<file path="config.mk">
export PLATFORM = sky130hd
export DESIGN_NAME = uart8_transmitter_flat
export DESIGN_NICKNAME = d
export VERILOG_FILES = /design/src/rtl/uart8_transmitter_if.sv /design/src/rtl/uart8_transmitter.sv /design/src/flat_wrapper.sv
export SDC_FILE = /design/constraint.sdc
export NUM_CORES = 1
export LEC_CHECK = 0
export ABC_AREA = 0
export BUFFER_PORTS_ARGS = -buffer_cell sky130_fd_sc_hd__buf_2
export CORE_ASPECT_RATIO = 0.5
export CORE_UTILIZATION = 30
export CTS_CLUSTER_DIAMETER = 200
export DETAILED_ROUTE_END_ITERATION = 12
export PLACE_DENSITY = 0.52
export SYNTH_ARGS = -nofsm -noshare
export SYNTH_HDL_FRONTEND = slang
export SYNTH_SLANG_ARGS = --single-unit
</file>
<file path="constraint.sdc">
create_clock -name Sample_clk -period 6 [get_ports Sample_clk]
set_clock_uncertainty 0.2 [all_clocks]
set_input_delay 1.2 -clock Sample_clk [delete_from_list [all_inputs] [get_ports Sample_clk]]
set_output_delay 1.2 -clock Sample_clk [all_outputs]
set_load 0.01 [all_outputs]
</file>
<file path="src/rtl/uart8_transmitter_if.sv">
// Host-side transmit bus of the 8x-oversampled UART: byte strobe in, serial line and status out.
interface uart8_transmitter_if #(
   parameter int word_size = 8
);
   logic [word_size-1:0] XMT_data;
   logic                 Load_XMT;
   logic                 Serial_out;
   logic                 XMT_ready;
   logic                 XMT_busy;
   logic                 Frame_done;
   logic                 Overrun;

   modport master (
      output XMT_data, Load_XMT,
      input  Serial_out, XMT_ready, XMT_busy, Frame_done, Overrun
   );

   modport slave (
      input  XMT_data, Load_XMT,
      output Serial_out, XMT_ready, XMT_busy, Frame_done, Overrun
   );
endinterface

</file>
<file path="src/rtl/uart8_transmitter.sv">
// Double-buffered UART transmitter: 8N1 frames, each bit held Samples_per_bit clocks.
// Line falls one clock after a load into an idle holding register; a load into a full register is dropped and flagged.
module uart8_transmitter #(
   parameter int word_size       = 8,
   parameter int Samples_per_bit = 8,
   parameter int Num_sample_bits = 3,
   parameter int Num_bit_bits    = 4
) (
   input logic                Sample_clk,
   input logic                reset_,
   uart8_transmitter_if.slave xmt
);
   typedef enum logic {IDLE, SENDING} state_t;

   localparam int FRAME_BITS = word_size + 2;
   localparam logic [Num_sample_bits-1:0] SAMPLE_LAST = Num_sample_bits'(Samples_per_bit - 1);
   localparam logic [Num_bit_bits-1:0]    STOP_BIT    = Num_bit_bits'(word_size + 1);

   state_t                      state, state_nxt;
   logic                        hold_full, hold_full_nxt;
   logic [word_size-1:0]        hold_reg;
   logic [FRAME_BITS-1:0]       shift_reg, shift_nxt;
   logic [Num_sample_bits-1:0]  sample_cnt, sample_nxt;
   logic [Num_bit_bits-1:0]     bit_cnt, bit_nxt;
   logic                        busy_q, frame_done_q, overrun_q;

   logic frame_end;
   logic xfer;
   logic load_acc;

   // The holding register may take a new byte on the same edge it hands its old byte to the shifter.
   assign frame_end = (state == SENDING) && (sample_cnt == SAMPLE_LAST) && (bit_cnt == STOP_BIT);
   assign xfer      = hold_full && ((state == IDLE) || frame_end);
   assign load_acc  = xmt.Load_XMT && (!hold_full || xfer);

   always_comb begin
      state_nxt     = state;
      shift_nxt     = shift_reg;
      sample_nxt    = sample_cnt;
      bit_nxt       = bit_cnt;
      hold_full_nxt = xfer ? load_acc : (hold_full | load_acc);

      case (state)
         IDLE: begin
            if (xfer) begin
               shift_nxt  = {1'b1, hold_reg, 1'b0};
               sample_nxt = '0;
               bit_nxt    = '0;
               state_nxt  = SENDING;
            end
         end
         SENDING: begin
            if (sample_cnt == SAMPLE_LAST) begin
               sample_nxt = '0;
               shift_nxt  = {1'b1, shift_reg[FRAME_BITS-1:1]};
               bit_nxt    = bit_cnt + 1'b1;
               if (frame_end) begin
                  bit_nxt = '0;
                  if (xfer) begin
                     shift_nxt = {1'b1, hold_reg, 1'b0};
                  end else begin
                     state_nxt = IDLE;
                  end
               end
            end else begin
               sample_nxt = sample_cnt + 1'b1;
            end
         end
         default: state_nxt = IDLE;
      endcase
   end

   always_ff @(posedge Sample_clk or negedge reset_) begin
      if (!reset_) begin
         state        <= IDLE;
         hold_full    <= 1'b0;
         hold_reg     <= '0;
         shift_reg    <= '1;
         sample_cnt   <= '0;
         bit_cnt      <= '0;
         busy_q       <= 1'b0;
         frame_done_q <= 1'b0;
         overrun_q    <= 1'b0;
      end else begin
         state        <= state_nxt;
         hold_full    <= hold_full_nxt;
         if (load_acc) hold_reg <= xmt.XMT_data;
         shift_reg    <= shift_nxt;
         sample_cnt   <= sample_nxt;
         bit_cnt      <= bit_nxt;
         busy_q       <= (state_nxt == SENDING);
         frame_done_q <= frame_end;
         overrun_q    <= xmt.Load_XMT && !load_acc;
      end
   end

   // The shifter idles at all ones, so the line is a pure flop output in every state.
   assign xmt.Serial_out = shift_reg[0];
   assign xmt.XMT_ready  = ~hold_full;
   assign xmt.XMT_busy   = busy_q;
   assign xmt.Frame_done = frame_done_q;
   assign xmt.Overrun    = overrun_q;
endmodule

</file>
<file path="src/flat_wrapper.sv">
// flat-port wrapper written by rule: the top's interface ports become plain ports
module uart8_transmitter_flat 
#(
   parameter int word_size       = 8,
   parameter int Samples_per_bit = 8,
   parameter int Num_sample_bits = 3,
   parameter int Num_bit_bits    = 4
)
  (Sample_clk, reset_, xmt_XMT_data, xmt_Load_XMT, xmt_Serial_out, xmt_XMT_ready, xmt_XMT_busy, xmt_Frame_done, xmt_Overrun);
  uart8_transmitter_if #(.word_size(word_size)) xmt_i ();
  input logic Sample_clk;
  input logic reset_;
  input wire logic [$bits(xmt_i.XMT_data)-1:0] xmt_XMT_data;
  input wire logic [$bits(xmt_i.Load_XMT)-1:0] xmt_Load_XMT;
  output wire logic [$bits(xmt_i.Serial_out)-1:0] xmt_Serial_out;
  output wire logic [$bits(xmt_i.XMT_ready)-1:0] xmt_XMT_ready;
  output wire logic [$bits(xmt_i.XMT_busy)-1:0] xmt_XMT_busy;
  output wire logic [$bits(xmt_i.Frame_done)-1:0] xmt_Frame_done;
  output wire logic [$bits(xmt_i.Overrun)-1:0] xmt_Overrun;
  assign xmt_i.XMT_data = xmt_XMT_data;
  assign xmt_i.Load_XMT = xmt_Load_XMT;
  assign xmt_Serial_out = xmt_i.Serial_out;
  assign xmt_XMT_ready = xmt_i.XMT_ready;
  assign xmt_XMT_busy = xmt_i.XMT_busy;
  assign xmt_Frame_done = xmt_i.Frame_done;
  assign xmt_Overrun = xmt_i.Overrun;
  uart8_transmitter #(.word_size(word_size), .Samples_per_bit(Samples_per_bit), .Num_sample_bits(Num_sample_bits), .Num_bit_bits(Num_bit_bits)) u_core (.Sample_clk(Sample_clk), .reset_(reset_), .xmt(xmt_i));
endmodule
</file>
==> run metrics, run 1 <==
status=finished clean; Fin. Hold Viols=0; initial DRC count=50; max_slew headroom=42.5%; RSZ-0062 raised after global routing=no; TritonCTS Buffers=3; multi-input logic area=716 sq um; Largest register FFs=9; Syn Nets=148; CORE AREA=4570 sq um; Sequential Power Share=52.5%; number of post-CTS setup repair buffers=0; Site Rows=17; Sink Count=28; Hold Startpoint=u_core.sample_cnt[1]$_DFFE_PN0P_; vias per inst=5.03; largest stage delay on the critical path=0.87 ns; die width=101 microns; P_sw=0.201 mW; final wirelength=2.98 mm; number of flops mapped to enable cells by yosys=0; share of post-route cells with drive strength above 1=30.6%; Layout Nets=160; GRT Total Usage=12.5%; Setup crit end kind=primary output; power per cell area=380 nW/um^2; final-layout fill cell count=475; Leak=0.715 nW; top cell type's share of synthesized area=32.1%; Distinct cells, synth=35; Worst Setup EP=xmt_XMT_ready; top_reg_cell synth=dfrtp_1; number of global-route vias before repair=968; part of the power in the clock network=17.2%; clk_lat worst skew=0.28 ns; area leader, netlist=dfrtp_1; Fin Setup TNS=0 ns; upper clock frequency limit=309 MHz; # resized after CTS=0; hold_ws=0.312 ns; Sw Ratio=32.2%; CP Launch Type=flop; min cycle time layout=3.24 ns; Post-route DRC=0; Gate power share=30.4%; htree depth=1; Worst Path Arrival=1.84 ns; grt total ovfl=0; Routed Antenna Nets=0; Root Buffer=clkbuf_8; drt pass-1 iters=4; post-synth design cell area=1480 sq um; Cells after Synth=133; worst-case reg-to-reg path depth=5; internal power=0.424 mW; most numerous cell types in the synthesized netlist=dfrtp_1, mux2i_1, dfstp_2, nand2_1, o21ai_0; final period utilization=54.0%; critical path class=flop to primary output; Finished Cell Area=1650 sq um; PortBufs=15; drt wl/cell=14.2 microns; initial antenna violation count=0; maximum vdd drop=0.0875 mV; die footprint=5240 sq um; Synth Register Bits=28; Reg area=712 sq um; largest net degree at the start of global routing=36; first-pass GRT wire length=4.94 mm; IO Pins=16; worst slew pin tran=0.862 ns; Pwr Total=0.624 mW; Placed Area=1600 sq um; worst r2r src=u_core.sample_cnt[0]$_DFFE_PN0P_; Synth async-reset ratio=100%; largest buffer count on any clock path=2; crit path from=u_core.hold_full$_DFF_PN0_; gpl congestion=0.702; R2R Setup Slk=3.32 ns; CP Data Required Time=4.60 ns; sequential element share of the synthesized area=48.1%; fin. max-slew vios=0; via count=1,056; CP max FO=20; Detailed Place HPWL=1.89 mm; clk slew on worst S/H paths=0.10 ns; height of the die=51.7 microns; worst r2r dst=u_core.shift_reg[4]$_DFFE_PN1P_; syn avg cell area=11.1 sq um; max cap viols=0; cells along the critical path=clkinv_1, buf_2; Tightest Hold Check Type=flop to flop; CP max-delay cell=dfrtp_1; count leader, synth=dfrtp_1; Setup-failing EPs final=0; Area Growth Syn to Fin=11.1%; hold_buf cts=0; initial core utilization=32.4%; CTS tree=built; total number of yosys warnings=0; final antenna diode count=0; Synth area leaders=dfrtp_1, dfstp_2, mux2i_1
[cells in the final DEF (no fill, tap or decap), types with 2 or more instances in the layout]
cell type / count
nor3b_1: 7
o221a_2: 7
nor2_1: 5
clkbuf_8: 3
mux2i_1: 10
o22ai_1: 8
dfstp_2: 9
dfrtp_1: 19
nand3_1: 2
buf_2: 15
a22o_1: 2
nand3b_1: 3
ha_1: 4
a31oi_1: 2
nand2_1: 9
a21oi_1: 3
o21ai_0: 9
mux2_2: 7
nand2b_1: 2
and2_1: 2
[layout make-up]
cell class | instances | area share, %
Inverter | 2 | 0.456
Tap cell | 66 | 5.02
Multi-Input combinational cell | 94 | 43.5
Clock buffer | 4 | 2.74
Sequential cell | 28 | 43.3
Timing Repair Buffer | 16 | 5.02
[logic make-up after synthesis]
group / share of synthesized area [%]
flip-flops: 48.1
AO/OA/AOI/OAI: 18.7
multiplexers: 12.8
adder cells (fa/ha/maj): 3.38
AND/OR/NAND/NOR: 13.4
buffers and inverters: 3.63
[power groups by stage]
| stage | Combinational, mW | Sequential (mW) | Clock, mW |
|---|---|---|---|
| after floorplan | 0.157 | 0.313 | 0 |
| after global placement | 0.184 | 0.329 | 0 |
| after detailed placement | 0.189 | 0.330 | 0 |
| after CTS | 0.191 | 0.327 | 0.114 |
| after global routing | 0.216 | 0.338 | 0.120 |
| final | 0.190 | 0.328 | 0.107 |
[how the worst min path moves through the flow]
stage | to | slack (ns) | cells past startpoint
floorplan | u_core.sample_cnt[2]$_DFFE_PN0P_ | 0.27 | 1
global placement | u_core.sample_cnt[1]$_DFFE_PN0P_ | 0.29 | 1
detailed placement | u_core.sample_cnt[1]$_DFFE_PN0P_ | 0.29 | 1
CTS | u_core.sample_cnt[1]$_DFFE_PN0P_ | 0.32 | 1
global route | u_core.sample_cnt[2]$_DFFE_PN0P_ | 0.35 | 1
finish | u_core.sample_cnt[1]$_DFFE_PN0P_ | 0.31 | 1
[metrics by stage]
stage	util (%)	setup WS, ns	std cells
after global routing	36.0	2.62	210
after global placement	35.0	3.13	206
after detailed placement	35.0	3.05	206
final	36.0	2.76	210
after floorplan	-	3.82	133
after CTS	36.0	2.73	210
[per-layer routing]
metal	part of all wire [%]	up-vias	routed length [microns]	track usage, %
met3	3.1	2	91	3.63
met5	0	-	0	0
li1	-	522	-	-
met2	46	15	1370	19.2
met4	0.64	0	19	2.17
met1	50	517	1500	17.7
[worst max-delay path: cells and delay by family, from the launching register on]
kind	cells	cell delay [ns]
buf+inv	2	0.69
flops	1	0.87
Power figures use the tool's default switching activity.
==> inputs of run 2 (changes only) <==
==> constraint.sdc (replaced) <==
create_clock -name Sample_clk -period 3.3 [get_ports Sample_clk]
set_clock_uncertainty 0.2 [all_clocks]
set_input_delay 0.66 -clock Sample_clk [delete_from_list [all_inputs] [get_ports Sample_clk]]
set_output_delay 0.66 -clock Sample_clk [all_outputs]
set_load 0.01 [all_outputs]
==> run metrics, run 2 (synthesis results as in run 1) <==
CP Data Required Time=3.26 ns (-1.34 ns); Sw Ratio=31.0% (-1.1 points); max cap viols=0 (unchanged); max_slew headroom=58.0% (+15 points); critical path class=flop to flop; worst slew pin tran=0.630 ns (-0.232 ns); height of the die=51.7 microns (unchanged); Largest register FFs=9 (unchanged); min cycle time layout=2.33 ns; first-pass GRT wire length=5.19 mm (+5.0%); htree depth=1 (unchanged); Site Rows=17 (unchanged); commonest non-fill, non-tap cell in the layout=dfrtp_1; RSZ-0062 raised after global routing=no; worst-case reg-to-reg path depth=5 (unchanged); CP Launch Type=flop; drt pass-1 iters=4 (unchanged); upper clock frequency limit=430 MHz; hold_ws=0.197 ns (-0.116 ns); die width=101 microns (unchanged); number of global-route vias before repair=1,040 (+7.4%); largest buffer count on any clock path=2 (unchanged); Post-route DRC=0 (unchanged); final period utilization=70.5%; hold_buf cts=0 (unchanged); internal power=0.796 mW (+88%); most frequent cells in the layout=dfrtp_1, buf_2, mux2i_1; number of post-CTS setup repair buffers=0 (unchanged); initial antenna violation count=0 (unchanged); part of the power in the clock network=18.2% (+1.0 points); fin worst setup slack=0.972 ns (-1.79 ns); final cell count without fillers=212 (+0.95%); maximum vdd drop=0.160 mV (+82%); P_sw=0.358 mW (+78%); fin. max-slew vios=0 (unchanged); Setup-failing EPs final=0 (unchanged); PortBufs=15 (unchanged); Detailed Place HPWL=1.99 mm (+5.3%); grt total ovfl=0 (unchanged); Tightest Hold Check Type=primary input to async pin; Fin. Hold Viols=0 (unchanged); clk_lat worst skew=0.27 ns (about the same); via count=1,070 (+1.3%); initial DRC count=51 (+2.0%); Cells after DPL=208 (+0.97%); die footprint=5240 sq um (unchanged); DP Worst Slack=0.973 ns (-2.08 ns); gpl congestion=0.694 (-1.1%); drt wl/cell=14.0 microns (-1.5%); Sequential Power Share=51.1% (-1.4 points); initial core utilization=32.4% (unchanged); Worst Path Arrival=2.29 ns (+0.45 ns); largest net degree at the start of global routing=29 (-19%); Leak=0.731 nW (+2.2%); GRT Total Usage=13.1% (+0.62 points); final antenna diode count=0 (unchanged); Layout Nets=162 (+1.3%); Fin Setup TNS=0 ns (unchanged); TritonCTS Buffers=3 (unchanged); status=finished clean; post-layout util=36.5% (+0.55 points); Area Growth Syn to Fin=12.8%; CTS tree=built; power per cell area=691 nW/um^2 (+82%); CP max FO=13 (-35%); vias per inst=5.05 (+0.37%); Gate power share=30.7% (+0.3 points); Routed Antenna Nets=0 (unchanged); CORE AREA=4570 sq um (unchanged); final-layout fill cell count=465 (-2.1%); IO Pins=16 (unchanged); # resized after CTS=0 (unchanged); share of post-route cells with drive strength above 1=32.2% (+1.6 points); Setup crit end kind=flop; clk slew on worst S/H paths=0.09 ns (about the same); Sink Count=28 (unchanged); Root Buffer=clkbuf_8; final wirelength=2.97 mm (-0.54%)
[run 2: changes by cell type in the layout (fill, tap and decap cells not counted), sizes merged]
cell  before  now
buf       16   18
[run 2: metal layers]
layer	wire length (microns)	vias to the layer above	track usage [%]
met1	1540	534	17.1
met5	0	-	0
met2	1340	13	22.2
met3	70	2	3.76
li1	-	521	-
met4	19	0	2.17
[run 2: worst paths after layout]
kind / start / slack, ns / endpoint
max in group asynchronous: reset_ / 2.29 / u_core.hold_reg[4]$_DFFE_PN0P_
worst min-delay path: reset_ / 0.20 / u_core.hold_reg[3]$_DFFE_PN0P_
worst max register to register: u_core.sample_cnt[0]$_DFFE_PN0P_ / 0.97 / u_core.hold_reg[3]$_DFFE_PN0P_
worst max-delay path: u_core.sample_cnt[0]$_DFFE_PN0P_ / 0.97 / u_core.hold_reg[3]$_DFFE_PN0P_
min in group Sample_clk: u_core.sample_cnt[2]$_DFFE_PN0P_ / 0.31 / u_core.sample_cnt[2]$_DFFE_PN0P_
worst min register to register: u_core.sample_cnt[2]$_DFFE_PN0P_ / 0.31 / u_core.sample_cnt[2]$_DFFE_PN0P_
[run 2: area by class of cell]
type                            instances  area, sq um  area share, %
Inverter                                2         7.51          0.449
Timing Repair Buffer                   18         97.6           5.84
Multi-Input combinational cell         94          716           42.8
Sequential cell                        28          712           42.6
Clock buffer                            4         55.1           3.30
Tap cell                               66         82.6           4.94
[run 2: per-stage QoR]
step	cell area (sq um)	total power, mW
after global routing	1670	1.26
final	1670	1.15
after global placement	1620	0.938
after CTS	1670	1.17
after detailed placement	1620	0.950
after floorplan	1480	0.854
[run 2: worst max-delay path, cell delays in order (launching register included)]
cell and delay (ns):
dfrtp_1 0.41, ha_1 0.20, ha_1 0.33, and4b_1 0.36
o21ai_4 0.34, mux2_2 0.38
[run 2: power groups by stage]
stage	clock (mW)	combinational [mW]	sequential, mW
after floorplan	0	0.285	0.568
after global placement	0	0.347	0.591
after detailed placement	0	0.354	0.595
after CTS	0.223	0.359	0.589
after global routing	0.241	0.404	0.613
final	0.210	0.355	0.590
